==> config.mk <==
export PLATFORM = sky130hd
export DESIGN_NAME = qam_p2s_serializer
export DESIGN_NICKNAME = d
export VERILOG_FILES = /design/src/rtl/qam_pkg.sv /design/src/rtl/qam_p2s_serializer_word_build.sv /design/src/rtl/qam_p2s_serializer.sv
export SDC_FILE = /design/constraint.sdc
export NUM_CORES = 1
export LEC_CHECK = 0
export BUFFER_PORTS_ARGS = -buffer_cell sky130_fd_sc_hd__buf_2
export CORE_UTILIZATION = 51
export CTS_CLUSTER_SIZE = 20
export DETAILED_ROUTE_END_ITERATION = 16
export PLACE_DENSITY = 0.74
export REMOVE_ABC_BUFFERS = 1
export SKIP_LAST_GASP = 1
export SLEW_MARGIN = 20
export SYNTH_ARGS = -nofsm -noshare
export SYNTH_HDL_FRONTEND = slang
export SYNTH_SLANG_ARGS = --single-unit
export TNS_END_PERCENT = 30
==> constraint.sdc <==
create_clock -name clk -period 1.7 [get_ports clk]
set_input_delay 0.17 -clock clk [delete_from_list [all_inputs] [get_ports clk]]
set_output_delay 0.17 -clock clk [all_outputs]
set_load 0.03 [all_outputs]
==> src/rtl/qam_pkg.sv <==
// Shared QAM receive-chain types and helpers (symbol length, state enum, Gray decode).
// Gray decode is applied by the serializer only when P2S_GRAY_EN is defined.
package qam_pkg;

   typedef enum logic {IDLE, RUN} p2s_state_t;

   function automatic int sym_len(input int bpr);
      return 2 * bpr;
   endfunction

   function automatic int cnt_w(input int n);
      return (n <= 2) ? 1 : $clog2(n);
   endfunction

   // Zero-extended rails decode correctly: leading zero Gray bits stay zero.
   function automatic logic [7:0] gray2bin(input logic [7:0] g);
      logic [7:0] b;
      b[7] = g[7];
      for (int k = 6; k >= 0; k--) b[k] = b[k+1] ^ g[k];
      return b;
   endfunction

endpackage

==> src/rtl/qam_p2s_serializer_word_build.sv <==
// Combinational word builder: rail order, bit order, optional Gray decode.
// Gray decode enabled with `define P2S_GRAY_EN.
module p2s_word_build
   import qam_pkg::*;
#(
   parameter int BITS_PER_RAIL = 2,
   parameter int Q_FIRST       = 1,
   parameter int MSB_FIRST     = 1
) (
   input  logic [BITS_PER_RAIL-1:0]   sym_i,
   input  logic [BITS_PER_RAIL-1:0]   sym_q,
   output logic [2*BITS_PER_RAIL-1:0] word
);

   logic [BITS_PER_RAIL-1:0] i_bin, q_bin;
   logic [BITS_PER_RAIL-1:0] i_ord, q_ord;

   always_comb begin
`ifdef P2S_GRAY_EN
      i_bin = BITS_PER_RAIL'(gray2bin(8'(sym_i)));
      q_bin = BITS_PER_RAIL'(gray2bin(8'(sym_q)));
`else
      i_bin = sym_i;
      q_bin = sym_q;
`endif
      i_ord = i_bin;
      q_ord = q_bin;
      if (MSB_FIRST == 0) begin
         for (int k = 0; k < BITS_PER_RAIL; k++) begin
            i_ord[k] = i_bin[BITS_PER_RAIL-1-k];
            q_ord[k] = q_bin[BITS_PER_RAIL-1-k];
         end
      end
      word = (Q_FIRST != 0) ? {q_ord, i_ord} : {i_ord, q_ord};
   end

endmodule

==> src/rtl/qam_p2s_serializer.sv <==
// Slicer-output parallel-to-serial converter with one-deep holding register.
// Define P2S_GRAY_EN to Gray-decode each rail before serialisation.
module qam_p2s_serializer
   import qam_pkg::*;
#(
   parameter int BITS_PER_RAIL = 2,
   parameter int Q_FIRST       = 1,
   parameter int MSB_FIRST     = 1
) (
   input  logic                     clk,
   input  logic                     reset,
   input  logic                     sam_clk_en,
   input  logic                     sym_valid,
   output logic                     sym_ready,
   input  logic [BITS_PER_RAIL-1:0] sym_I,
   input  logic [BITS_PER_RAIL-1:0] sym_Q,
   output logic                     p_to_s,
   output logic                     bit_valid,
   output logic                     sym_start,
   output logic                     underrun
);

   localparam int N  = sym_len(BITS_PER_RAIL);
   localparam int CW = cnt_w(N);
   localparam logic [CW-1:0] LAST = CW'(N - 1);
   localparam logic [CW-1:0] ONE  = CW'(1);

   p2s_state_t    state_q, state_d;
   logic [N-1:0]  hold_q, hold_d, sr_q, sr_d, word;
   logic [CW-1:0] bit_cnt_q, bit_cnt_d;
   logic          hold_full_q, hold_full_d;
   logic          p_to_s_q, p_to_s_d;
   logic          bit_valid_q, bit_valid_d;
   logic          sym_start_q, sym_start_d;
   logic          underrun_q, underrun_d;
   logic          boundary, consume, accept;

   p2s_word_build #(
      .BITS_PER_RAIL(BITS_PER_RAIL),
      .Q_FIRST      (Q_FIRST),
      .MSB_FIRST    (MSB_FIRST)
   ) u_build (
      .sym_i(sym_I),
      .sym_q(sym_Q),
      .word (word)
   );

   always_comb begin
      state_d     = state_q;
      sr_d        = sr_q;
      bit_cnt_d   = bit_cnt_q;
      p_to_s_d    = p_to_s_q;
      bit_valid_d = bit_valid_q;
      sym_start_d = sym_start_q;
      underrun_d  = 1'b0;

      boundary  = (state_q == IDLE) || (bit_cnt_q == '0);
      consume   = sam_clk_en & hold_full_q & boundary;
      sym_ready = ~hold_full_q | consume;
      accept    = sym_valid & sym_ready;

      // Consume and accept may coincide: old word shifts out, new one lands.
      hold_full_d = accept | (hold_full_q & ~consume);
      hold_d      = accept ? word : hold_q;

      if (sam_clk_en) begin
         unique case (1'b1)
            consume: begin
               state_d     = RUN;
               p_to_s_d    = hold_q[N-1];
               sr_d        = hold_q << 1;
               sym_start_d = 1'b1;
               bit_valid_d = 1'b1;
               bit_cnt_d   = ONE;
            end
            boundary & ~hold_full_q: begin
               state_d     = IDLE;
               p_to_s_d    = 1'b0;
               sym_start_d = 1'b0;
               bit_valid_d = 1'b0;
               underrun_d  = (state_q == RUN);
            end
            ~boundary: begin
               p_to_s_d    = sr_q[N-1];
               sr_d        = sr_q << 1;
               sym_start_d = 1'b0;
               bit_valid_d = 1'b1;
               bit_cnt_d   = (bit_cnt_q == LAST) ? '0 : bit_cnt_q + ONE;
            end
            default: ;
         endcase
      end
   end

   always_ff @(posedge clk or negedge reset) begin
      if (!reset) begin
         state_q     <= IDLE;
         hold_q      <= '0;
         sr_q        <= '0;
         bit_cnt_q   <= '0;
         hold_full_q <= 1'b0;
         p_to_s_q    <= 1'b0;
         bit_valid_q <= 1'b0;
         sym_start_q <= 1'b0;
         underrun_q  <= 1'b0;
      end else begin
         state_q     <= state_d;
         hold_q      <= hold_d;
         sr_q        <= sr_d;
         bit_cnt_q   <= bit_cnt_d;
         hold_full_q <= hold_full_d;
         p_to_s_q    <= p_to_s_d;
         bit_valid_q <= bit_valid_d;
         sym_start_q <= sym_start_d;
         underrun_q  <= underrun_d;
      end
   end

   assign p_to_s    = p_to_s_q;
   assign bit_valid = bit_valid_q;
   assign sym_start = sym_start_q;
   assign underrun  = underrun_q;

endmodule

==> reports/qor.yml <==
synth:
  synth_top_cell_by_area: "dfrtp_1"
  ys_types: 21
  yosysSeqAreaShare: 0.528
  synth_top_area_frac: 0.528
  syn_inst: 57
  syn_area_um2: 711
  ys_seq_elements: 15
  synthTopCellsByArea: "dfrtp_1 (53%), mux2_4 (8.5%), a22o_1 (3.7%)"
  avgSynthCellArea_um2: 12.5
  ys_warn_count: 0
job:
  drv_cap: 0
cts:
  cts.htree.levels: 1
  clockBufferDepth: 2
  clk_latency_ps: 280
  clk_pin_slew_ps: 100
  cts_tree: "yes"
  cts_buffers: 3
  ctsRootBufferMaster: "clkbuf_4"
  clkSinkCount: 15
power_and_ir_drop:
  pwr-share-seq: 0.417
  netSwitchingFraction: 0.375
  switching_power_mw: 0.548
  power.density_mw_per_mm2: 1800
  p_clk_frac: 0.142
  combPwrFrac: 0.442
  p_total_mw: 1.46
  ir_drop_uv: 829
  leakage_nw: 0.400
  power.internal_mw: 0.914
layout:
  area_growth_pct: 14.4
  final_cell_mix: "dfrtp_1 (15), buf_2 (11), nand2_1 (6)"
  drive_above_1_share: 0.361
  fin_nets: 83
  final_common_cell: "dfrtp_1"
  fill_cells: 110
  diodes: 0
sta:
  rsz0062_at_grt: "yes"
  fin_crit_ps: 1610
  skew_ps: 4.21
  relSlewSlack: 0.778
  setup_viol: 0
  tightest_slew_ps: 333
  hold_viol: 0
  post-route-period-util: 0.946
  fmax_mhz: 622
  tns_ps: 0
  final-max-slew-violation-count: 0
min_path:
  hp-class: "in -> reg"
  whs_path_depth: 2
route:
  via_count: 479
  antenna_left: 0
  dr.pass1.iters: 5
  drc: 0
  routed_wirelength_mm: 1.18
  drtIter0Drc: 17
  viasPerCell: 5.51
  drt-wirelength-per-cell_um: 13.5
critical_path:
  r2r_slack_ps: 100
  cp-startpoint: "bit_cnt_q[0]$_DFFE_PN0P_"
  arrival_ps: 1440
  crit_required_ps: 1530
  critPathLaunchType: "flop"
  crit_fanout: 4
  path_cells: "inv_1, ha_1, nor2b_4, o21ai_1, buf_4"
  critPathKind: "reg -> out"
  endpoint_kind: "output pin"
  ff2ff_path_depth: 6
  r2r_start: "bit_cnt_q[0]$_DFFE_PN0P_"
  critPathSlowestCell: "dfrtp_1"
  cpPeakStageDelay_ps: 410
  worstReg2RegEnd: "hold_q[0]$_DFFE_PN0P_"
  setup.worst_path.end: "sym_ready"
die:
  start_util: 0.546
  dieArea_mm2: 0.00155
  core-area_mm2: 0.00130
  die_x_um: 39.3
  rows: 13
  io_pins: 13
  die-height_um: 39.3
grt:
  grt_pass1_wl_mm: 1.94
  track_usage: 0.195
  first_global_vias: 448
  grt_antenna_before_repair: 0
  grt-ovfl-total: 0
  grt_max_degree: 16
place:
  dp_hpwl_um: 822
  io_buffer_count: 12
  place_congestion: 0.810
outcome:
  status: "finished, final reports clean"
state kept, by name, indices dropped and copies added (netlist names):
signal       count
bit_cnt_q        2
sr_q             3
hold_full_q      1
sym_start        1
p_to_s           1
hold_q           4
underrun         1
bit_valid        1
state_q          1
what timing repair did:
action,4_1_cts,5_1_grt
hold endpoints to repair,15,0
resized for setup,1,1
hold buffers,1,0
buffers inserted,1,0
pin swaps,0,1
endpoints found under the setup margin,1,5
per-layer routing:
metal,part of all wire,vias up,GRT usage
met5,0,-,0
met4,0.029,0,0.147
met3,0.050,8,0.0398
met2,0.46,17,0.304
met1,0.46,224,0.233
li1,-,230,-
synthesized netlist by cell type, drive strengths merged:
cell type / n
nor2b: 2
mux2: 6
buf: 3
nor3b: 1
nand2: 6
a32o: 2
o22ai: 1
ha: 2
inv: 5
a22oi: 1
nand3b: 3
nor2: 1
dfrtp: 15
a22o: 3
o21ai: 5
a31oi: 1
cell type report:
cell class              instances  area (um2)  area share
multi-input cells              34         293       0.360
clock inverters                 1        5.00     0.00615
flip-flops and latches         15         375       0.462
clock buffers                   3        22.5      0.0277
inverters                       5        18.8      0.0231
repair buffers                 14        80.1      0.0985
well taps                      15        18.8      0.0231
metrics by stage:
step	utilization	hold slack (ps)	setup WS (ps)	instance area, um2	instances
global placement	0.588	79.5	212	766	81
global route	0.625	101	-1.80	813	87
finish	0.625	108	91.6	813	87
detailed placement	0.588	87.1	157	766	81
floorplan	-	-126	-55.2	687	54
CTS	0.625	109	16.0	813	87
power by group through the flow:
stage	Sequential (mW)	Clock, mW	Combinational, mW
floorplan	0.645	0	0.434
global placement	0.613	0	0.592
detailed placement	0.617	0	0.610
CTS	0.610	0.210	0.649
global route	0.630	0.227	0.711
finish	0.609	0.207	0.646
cell families (layout without fill, tap and decap cells):
| kind of cell | count (synthesis) | after routing | synth area share |
|---|---|---|---|
| adders and majority gates | 2 | 2 | 0.0352 |
| buffers and inverters | 8 | 23 | 0.0599 |
| DFF | 15 | 15 | 0.528 |
| and+or+nand+nor | 13 | 13 | 0.107 |
| AOI/OAI and AO/OA | 13 | 13 | 0.153 |
| muxes | 6 | 6 | 0.116 |
critical path, delay by kind of cell (launching register included):
family                     cells  cell delay, ps
AOI/OAI and AO/OA              1             170
DFF                            1             410
adders and majority gates      1             240
buffers and inverters          2             280
and+or+nand+nor                1              60
how the worst min path moves through the flow:
stage,slack [ps],end,from
2_1_floorplan,-130,bit_cnt_q[0]$_DFFE_PN0P_,reset
3_3_place_gp,80,sr_q[3]$_DFFE_PN0P_,reset
3_5_place_dp,90,p_to_s$_DFFE_PN0P_,reset
4_1_cts,110,hold_q[2]$_DFFE_PN0P_,sym_Q[0]
5_1_grt,100,hold_q[1]$_DFFE_PN0P_,sym_I[1]
6_report,110,hold_q[2]$_DFFE_PN0P_,sym_Q[0]
No activity file was read; power rests on OpenSTA's default activity.
